--- src/rtl/program_loader_if.sv ---
// Purpose : bundles the loader's control, byte-stream, fetch-path and instruction-memory signals.
// Ports   : slave = the loader's view; master = the environment (program source, CPU, memory).
// Notes   : ADDR_WIDTH must match the loader instance it is connected to.
interface program_loader_if #(
    parameter int ADDR_WIDTH = 20
);
    // load control
    logic                  start;
    logic [ADDR_WIDTH-1:0] word_count;
    logic                  busy;
    logic                  done;
    logic                  error;
    // byte stream
    logic                  byte_valid;
    logic [7:0]            byte_data;
    logic                  byte_ready;
    // processor fetch path
    logic [ADDR_WIDTH-1:0] cpu_address;
    logic [31:0]           cpu_instruction;
    logic                  cpu_stall;
    // single-port instruction memory
    logic [ADDR_WIDTH-1:0] mem_address;
    logic [31:0]           mem_wdata;
    logic                  mem_we;
    logic [31:0]           mem_rdata;

    modport slave (
        input  start, word_count, byte_valid, byte_data, cpu_address, mem_rdata,
        output busy, done, error, byte_ready, cpu_instruction, cpu_stall,
               mem_address, mem_wdata, mem_we
    );

    modport master (
        output start, word_count, byte_valid, byte_data, cpu_address, mem_rdata,
        input  busy, done, error, byte_ready, cpu_instruction, cpu_stall,
               mem_address, mem_wdata, mem_we
    );
endinterface

--- src/rtl/program_loader.sv ---
// Purpose : arbitrates the instruction memory between fetch and a byte-wide load stream,
//           packing big-endian bytes into 32-bit words written from address 0 upwards.
// Latency : start in cycle N -> byte_ready in N+1; each word costs >= 5 cycles (4 bytes + WRITE);
//           done in N+1+5k for k words with continuous bytes (+1 with the checksum byte).
// Backpr. : byte_ready only in COLLECT (and CHECK); byte_valid low simply stalls, no timeout.
// Ports   : clock, reset_n (async, active low); bus = program_loader_if.slave.
// Config  : define LOADER_CHECKSUM_EN to require a trailing XOR checksum byte after the last word.
module program_loader #(
    parameter int ADDR_WIDTH = 20,
    parameter int SIZE       = 110
) (
    input  logic             clock,
    input  logic             reset_n,
    program_loader_if.slave  bus
);

    localparam logic [ADDR_WIDTH-1:0] SIZE_W = ADDR_WIDTH'(SIZE);
    localparam logic [ADDR_WIDTH-1:0] ONE_W  = ADDR_WIDTH'(1);

    typedef enum logic [2:0] {
        S_IDLE    = 3'd0,
        S_COLLECT = 3'd1,
        S_WRITE   = 3'd2,
        S_FINISH  = 3'd3
`ifdef LOADER_CHECKSUM_EN
        ,
        S_CHECK   = 3'd4
`endif
    } state_t;

    state_t                state_q, state_d;
    logic [ADDR_WIDTH-1:0] ptr_q, ptr_d;
    logic [ADDR_WIDTH-1:0] count_q, count_d;
    logic [1:0]            byte_idx_q, byte_idx_d;
    logic [31:0]           word_q, word_d;
    logic                  error_q, error_d;
`ifdef LOADER_CHECKSUM_EN
    logic [7:0]            csum_q, csum_d;
`endif

    logic                  byte_ready_c;
    logic                  byte_hs;
    logic [ADDR_WIDTH-1:0] ptr_next;

`ifdef LOADER_CHECKSUM_EN
    assign byte_ready_c = (state_q == S_COLLECT) || (state_q == S_CHECK);
`else
    assign byte_ready_c = (state_q == S_COLLECT);
`endif
    assign byte_hs  = byte_ready_c && bus.byte_valid;
    assign ptr_next = ptr_q + ONE_W;

    always_ff @(posedge clock or negedge reset_n) begin
        if (!reset_n) begin
            state_q    <= S_IDLE;
            ptr_q      <= '0;
            count_q    <= '0;
            byte_idx_q <= '0;
            word_q     <= '0;
            error_q    <= 1'b0;
`ifdef LOADER_CHECKSUM_EN
            csum_q     <= '0;
`endif
        end else begin
            state_q    <= state_d;
            ptr_q      <= ptr_d;
            count_q    <= count_d;
            byte_idx_q <= byte_idx_d;
            word_q     <= word_d;
            error_q    <= error_d;
`ifdef LOADER_CHECKSUM_EN
            csum_q     <= csum_d;
`endif
        end
    end

    always_comb begin
        state_d    = state_q;
        ptr_d      = ptr_q;
        count_d    = count_q;
        byte_idx_d = byte_idx_q;
        word_d     = word_q;
        error_d    = error_q;
`ifdef LOADER_CHECKSUM_EN
        csum_d     = csum_q;
`endif
        case (state_q)
            S_IDLE: begin
                if (bus.start) begin
                    if ((bus.word_count == '0) || (bus.word_count > SIZE_W)) begin
                        error_d = 1'b1;
                    end else begin
                        error_d    = 1'b0;
                        count_d    = bus.word_count;
                        ptr_d      = '0;
                        byte_idx_d = '0;
`ifdef LOADER_CHECKSUM_EN
                        csum_d     = '0;
`endif
                        state_d    = S_COLLECT;
                    end
                end
            end
            S_COLLECT: begin
                if (byte_hs) begin
                    // shift left so the first byte of a word ends up in [31:24]
                    word_d     = {word_q[23:0], bus.byte_data};
                    byte_idx_d = byte_idx_q + 2'd1;
`ifdef LOADER_CHECKSUM_EN
                    csum_d     = csum_q ^ bus.byte_data;
`endif
                    if (byte_idx_q == 2'd3) begin
                        state_d = S_WRITE;
                    end
                end
            end
            S_WRITE: begin
                ptr_d      = ptr_next;
                byte_idx_d = '0;
                if (ptr_next == count_q) begin
`ifdef LOADER_CHECKSUM_EN
                    state_d = S_CHECK;
`else
                    state_d = S_FINISH;
`endif
                end else begin
                    state_d = S_COLLECT;
                end
            end
`ifdef LOADER_CHECKSUM_EN
            S_CHECK: begin
                if (byte_hs) begin
                    if (bus.byte_data == csum_q) begin
                        state_d = S_FINISH;
                    end else begin
                        // memory keeps what was written; only the done pulse is withheld
                        error_d = 1'b1;
                        state_d = S_IDLE;
                    end
                end
            end
`endif
            S_FINISH: begin
                state_d = S_IDLE;
            end
            default: begin
                state_d = S_IDLE;
            end
        endcase
    end

    // the fetch path owns the address only in IDLE; otherwise the load pointer drives it
    assign bus.mem_address     = (state_q == S_IDLE) ? bus.cpu_address : ptr_q;
    assign bus.mem_wdata       = word_q;
    assign bus.mem_we          = (state_q == S_WRITE);
    assign bus.byte_ready      = byte_ready_c;
    assign bus.busy            = (state_q != S_IDLE);
    assign bus.cpu_stall       = (state_q != S_IDLE);
    assign bus.done            = (state_q == S_FINISH);
    assign bus.error           = error_q;
    assign bus.cpu_instruction = bus.mem_rdata;

endmodule

--- src/flat_wrapper.sv ---
// flat-port wrapper written by rule: the top's interface ports become plain ports
module program_loader_flat 
#(
    parameter int ADDR_WIDTH = 20,
    parameter int SIZE       = 110
)
  (clock, reset_n, bus_start, bus_word_count, bus_byte_valid, bus_byte_data, bus_cpu_address, bus_mem_rdata, bus_busy, bus_done, bus_error, bus_byte_ready, bus_cpu_instruction, bus_cpu_stall, bus_mem_address, bus_mem_wdata, bus_mem_we);
  program_loader_if #(.ADDR_WIDTH(ADDR_WIDTH)) bus_i ();
  input  logic clock;
  input  logic reset_n;
  input wire logic [$bits(bus_i.start)-1:0] bus_start;
  input wire logic [$bits(bus_i.word_count)-1:0] bus_word_count;
  input wire logic [$bits(bus_i.byte_valid)-1:0] bus_byte_valid;
  input wire logic [$bits(bus_i.byte_data)-1:0] bus_byte_data;
  input wire logic [$bits(bus_i.cpu_address)-1:0] bus_cpu_address;
  input wire logic [$bits(bus_i.mem_rdata)-1:0] bus_mem_rdata;
  output wire logic [$bits(bus_i.busy)-1:0] bus_busy;
  output wire logic [$bits(bus_i.done)-1:0] bus_done;
  output wire logic [$bits(bus_i.error)-1:0] bus_error;
  output wire logic [$bits(bus_i.byte_ready)-1:0] bus_byte_ready;
  output wire logic [$bits(bus_i.cpu_instruction)-1:0] bus_cpu_instruction;
  output wire logic [$bits(bus_i.cpu_stall)-1:0] bus_cpu_stall;
  output wire logic [$bits(bus_i.mem_address)-1:0] bus_mem_address;
  output wire logic [$bits(bus_i.mem_wdata)-1:0] bus_mem_wdata;
  output wire logic [$bits(bus_i.mem_we)-1:0] bus_mem_we;
  assign bus_i.start = bus_start;
  assign bus_i.word_count = bus_word_count;
  assign bus_i.byte_valid = bus_byte_valid;
  assign bus_i.byte_data = bus_byte_data;
  assign bus_i.cpu_address = bus_cpu_address;
  assign bus_i.mem_rdata = bus_mem_rdata;
  assign bus_busy = bus_i.busy;
  assign bus_done = bus_i.done;
  assign bus_error = bus_i.error;
  assign bus_byte_ready = bus_i.byte_ready;
  assign bus_cpu_instruction = bus_i.cpu_instruction;
  assign bus_cpu_stall = bus_i.cpu_stall;
  assign bus_mem_address = bus_i.mem_address;
  assign bus_mem_wdata = bus_i.mem_wdata;
  assign bus_mem_we = bus_i.mem_we;
  program_loader #(.ADDR_WIDTH(ADDR_WIDTH), .SIZE(SIZE)) u_core (.clock(clock), .reset_n(reset_n), .bus(bus_i));
endmodule
--- config.mk ---
export PLATFORM = sky130hd
export DESIGN_NAME = program_loader_flat
export DESIGN_NICKNAME = d
export VERILOG_FILES = /design/src/rtl/program_loader_if.sv /design/src/rtl/program_loader.sv /design/src/flat_wrapper.sv
export SDC_FILE = /design/constraint.sdc
export NUM_CORES = 1
export LEC_CHECK = 0
export BUFFER_PORTS_ARGS = -buffer_cell sky130_fd_sc_hd__buf_2
export CORE_UTILIZATION = 54
export CTS_BUF_LIST = sky130_fd_sc_hd__clkbuf_8
export DETAILED_ROUTE_END_ITERATION = 8
export GPL_TIMING_DRIVEN = 0
export PLACE_DENSITY = 0.95
export SYNTH_ARGS = -nofsm -noshare
export SYNTH_HDL_FRONTEND = slang
export SYNTH_SLANG_ARGS = --single-unit
--- constraint.sdc ---
create_clock -name clock -period 6 [get_ports clock]
set_clock_uncertainty 0.05 [all_clocks]
set_input_delay 1.2 -clock clock [delete_from_list [all_inputs] [get_ports clock]]
set_output_delay 1.2 -clock clock [all_outputs]
set_load 0.05 [all_outputs]
==> flow_metrics.py <==
metrics = {
    "run_status": {
        "status": "finished, final reports clean",
    },
    "synth": {
        "synth_cell_type_count": 56,
        "synth_edf_count": 0,
        "syn-instance-count": 423,
        "ys_top_cells_by_area": "dfrtp_1, mux2_2, buf_4, o21ai_0, xnor2_1",
        "synth_area_per_cell_sq_um": 10.2,
        "ys.flop_type": "dfrtp_1",
        "synth_fp_nets": 509,
        "yosysWarnings": 0,
        "synth-seq-area-share_pct": 44.7,
        "synth-async-reset-ratio_pct": 100,
        "syn_area_sq_um": 4310,
        "yosysTopAreaCellShare_pct": 44.7,
        "synth_top_cell_by_area": "dfrtp_1",
        "ys_ff_latch": 77,
    },
    "placement": {
        "placed_cell_area_sq_um": 5180,
        "routabilityCongestion": 0.936,
        "port_buffers": 141,
        "hpwl_um": 8160,
    },
    "power_and_ir_drop": {
        "total_leakage_power_uw": 0.00260,
        "peakVddDrop_uv": 451,
        "power.total_uw": 2680,
        "power_density_nw_per_um2": 501,
    },
    "die": {
        "io_pins": 174,
        "num_rows": 32,
        "dieWidth_um": 91.4,
        "coreArea_sq_um": 7730,
        "fp.dieArea_sq_um": 8350,
        "initial_core_util_pct": 55.8,
        "die_h_um": 91.4,
    },
    "route": {
        "vias": 3817,
        "wire_per_inst_um": 16.1,
        "dr.pass1.iters": 5,
        "drtAntennaViolNets": 0,
        "drcViolationCount": 0,
        "via_per_inst": 5.59,
        "drtIter0Drc": 183,
        "wirelength_um": 11000,
    },
    "setup_path": {
        "worstSetupStartpointType": "register",
        "r2r_start": "u_core.ptr_q[0]",
        "path_class": "register to output pin",
        "worstSetupEndpointType": "output pin",
        "crit_fanout": 10,
        "reg2reg_setup_slack_ps": 3250,
        "arrival_ps": 2520,
        "rr_endpoint": "u_core.state_q[1]",
        "worstPathRequired_ps": 4750,
        "reg2reg_depth": 8,
    },
    "sta": {
        "slew_headroom_pct": 42.3,
        "fin_hold_ws_ps": 460,
        "maxSlewViolCount": 0,
        "layout_min_cycle_time_ps": 3770,
        "hold_viol_final": 0,
        "fin_crit_sh_pct": 62.8,
        "fmax_mhz": 265,
        "rsz0062_at_grt": "no",
        "fin_setup_tns_ps": 0,
        "worst_pin_slew_ps": 858,
        "finalSetupViolations": 0,
    },
    "clocking": {
        "postCtsSetupBuffers": 0,
        "postCtsHoldBufs": 0,
        "cts_tree": "built",
        "h-tree-depth": 3,
        "ctsLongestPathBuffers": 2,
        "clk-insertion-delay-late_ps": 360,
        "cts_buffers": 9,
        "clkSinkCount": 77,
        "clkTransAtPathRegs_ps": 100,
        "cts-root-buf": "clkbuf_8",
        "cts_resized": 0,
    },
    "min_path": {
        "hp-class": "register to register",
        "min_from": "u_core.bus.mem_wdata[31]",
        "holdPathStages": 1,
        "hold_end": "u_core.bus.mem_wdata[31]",
    },
    "finish": {
        "layout_common_cells": "buf_2, dfrtp_1, mux2_2, buf_4, o21ai_0",
        "diodes": 0,
        "final_cell_area_sq_um": 5360,
        "nNetsFinal": 662,
        "final_core_util_pct": 69.3,
        "synthToLayoutAreaGrowth_pct": 24.2,
        "drive_above_1_share_pct": 45.8,
        "final_common_cell": "buf_2",
    },
    "grt": {
        "grt_use_total_pct": 26.8,
        "antenna_found_initial": 0,
        "grt_overflow": 0,
        "grt_max_degree": 60,
        "grt_pass1_vias": 3846,
        "grt_pass1_wl_um": 17600,
    },
    "job": {
        "cap_violations": 0,
    },
}
## worst max-delay path by stage
stage / start / to / slack [ps] / cells after the start
3_5_place_dp: bus_word_count[3] / u_core.ptr_q[13] / 2600 / 8
6_report: u_core.state_q[1] / bus_mem_address[15] / 2230 / 4
5_1_grt: u_core.state_q[1] / bus_mem_address[14] / 2080 / 4
4_1_cts: u_core.state_q[1] / bus_mem_address[17] / 2210 / 4
2_1_floorplan: u_core.state_q[1] / bus_mem_address[11] / 2910 / 3
3_3_place_gp: u_core.state_q[1] / bus_mem_address[17] / 2640 / 4
## registers in the layout, summed over array words and instances (netlist names)
signal,flops
u_core.bus.mem_wdata,32
u_core.state_q,2
u_core.count_q,20
u_core.bus.error,1
u_core.byte_idx_q,2
u_core.ptr_q,20
## stage by stage
step / worst slack (ps) / instances
detailed placement: 2600 / 667
finish: 2230 / 683
global placement: 2640 / 666
CTS: 2210 / 683
global route: 2080 / 683
floorplan: 2910 / 423
## synthesized netlist by cell type, drive strengths merged, types with 2 or more instances
master  count
a21oi      12
a311oi      2
a31oi       7
and2        3
and3        2
and4        2
buf        43
clkbuf     19
dfrtp      77
ha          2
inv         7
mux2       55
nand2      29
nand2b      3
nand3      19
nand4       6
nor2       21
nor2b      15
nor3        2
nor4        8
o21ai      33
o22ai       2
o31ai       9
o41ai       2
or3         2
or4         3
xnor2      13
xor2        9
## report_power, final
group          switching [uW]  total [uW]  internal [uW]
Sequential                149         852            703
Combinational            1020        1460            446
Clock                     213         368            155
## area by class of cell
type,instances,area [sq um]
fillers,590,2370
multi-input cells,277,1970
flip-flops and latches,77,1930
repair buffers,142,736
plain buffers,62,388
well taps,102,128
clock buffers,9,124
clock inverters,7,55.1
inverters,7,26.3
## cells by family after synthesis
group | count (synthesis) | synth area share, %
muxes | 55 | 14.4
buffers and inverters | 69 | 9.60
DFF | 77 | 44.7
xor gates and xnor gates | 22 | 4.47
adders and majority gates | 2 | 0.580
AOI/OAI and AO/OA | 79 | 11.2
and+or+nand+nor | 119 | 15.1
## routing by layer
| metal | vias up | share of wire [%] | global-route usage (%) |
|---|---|---|---|
| met5 | - | 0 | 0 |
| met3 | 50 | 7.6 | 5.70 |
| met2 | 206 | 51 | 46.2 |
| met4 | 0 | 4.3 | 17.6 |
| met1 | 1791 | 38 | 29.7 |
| li1 | 1770 | - | - |
## worst max-delay path: stages (launching register included)
cell and delay (ps):
dfrtp_1 460, nor2_1 510, clkbuf_1 560, mux2_2 400, buf_2 210
Note: power is estimated with default switching activity, not from simulation.
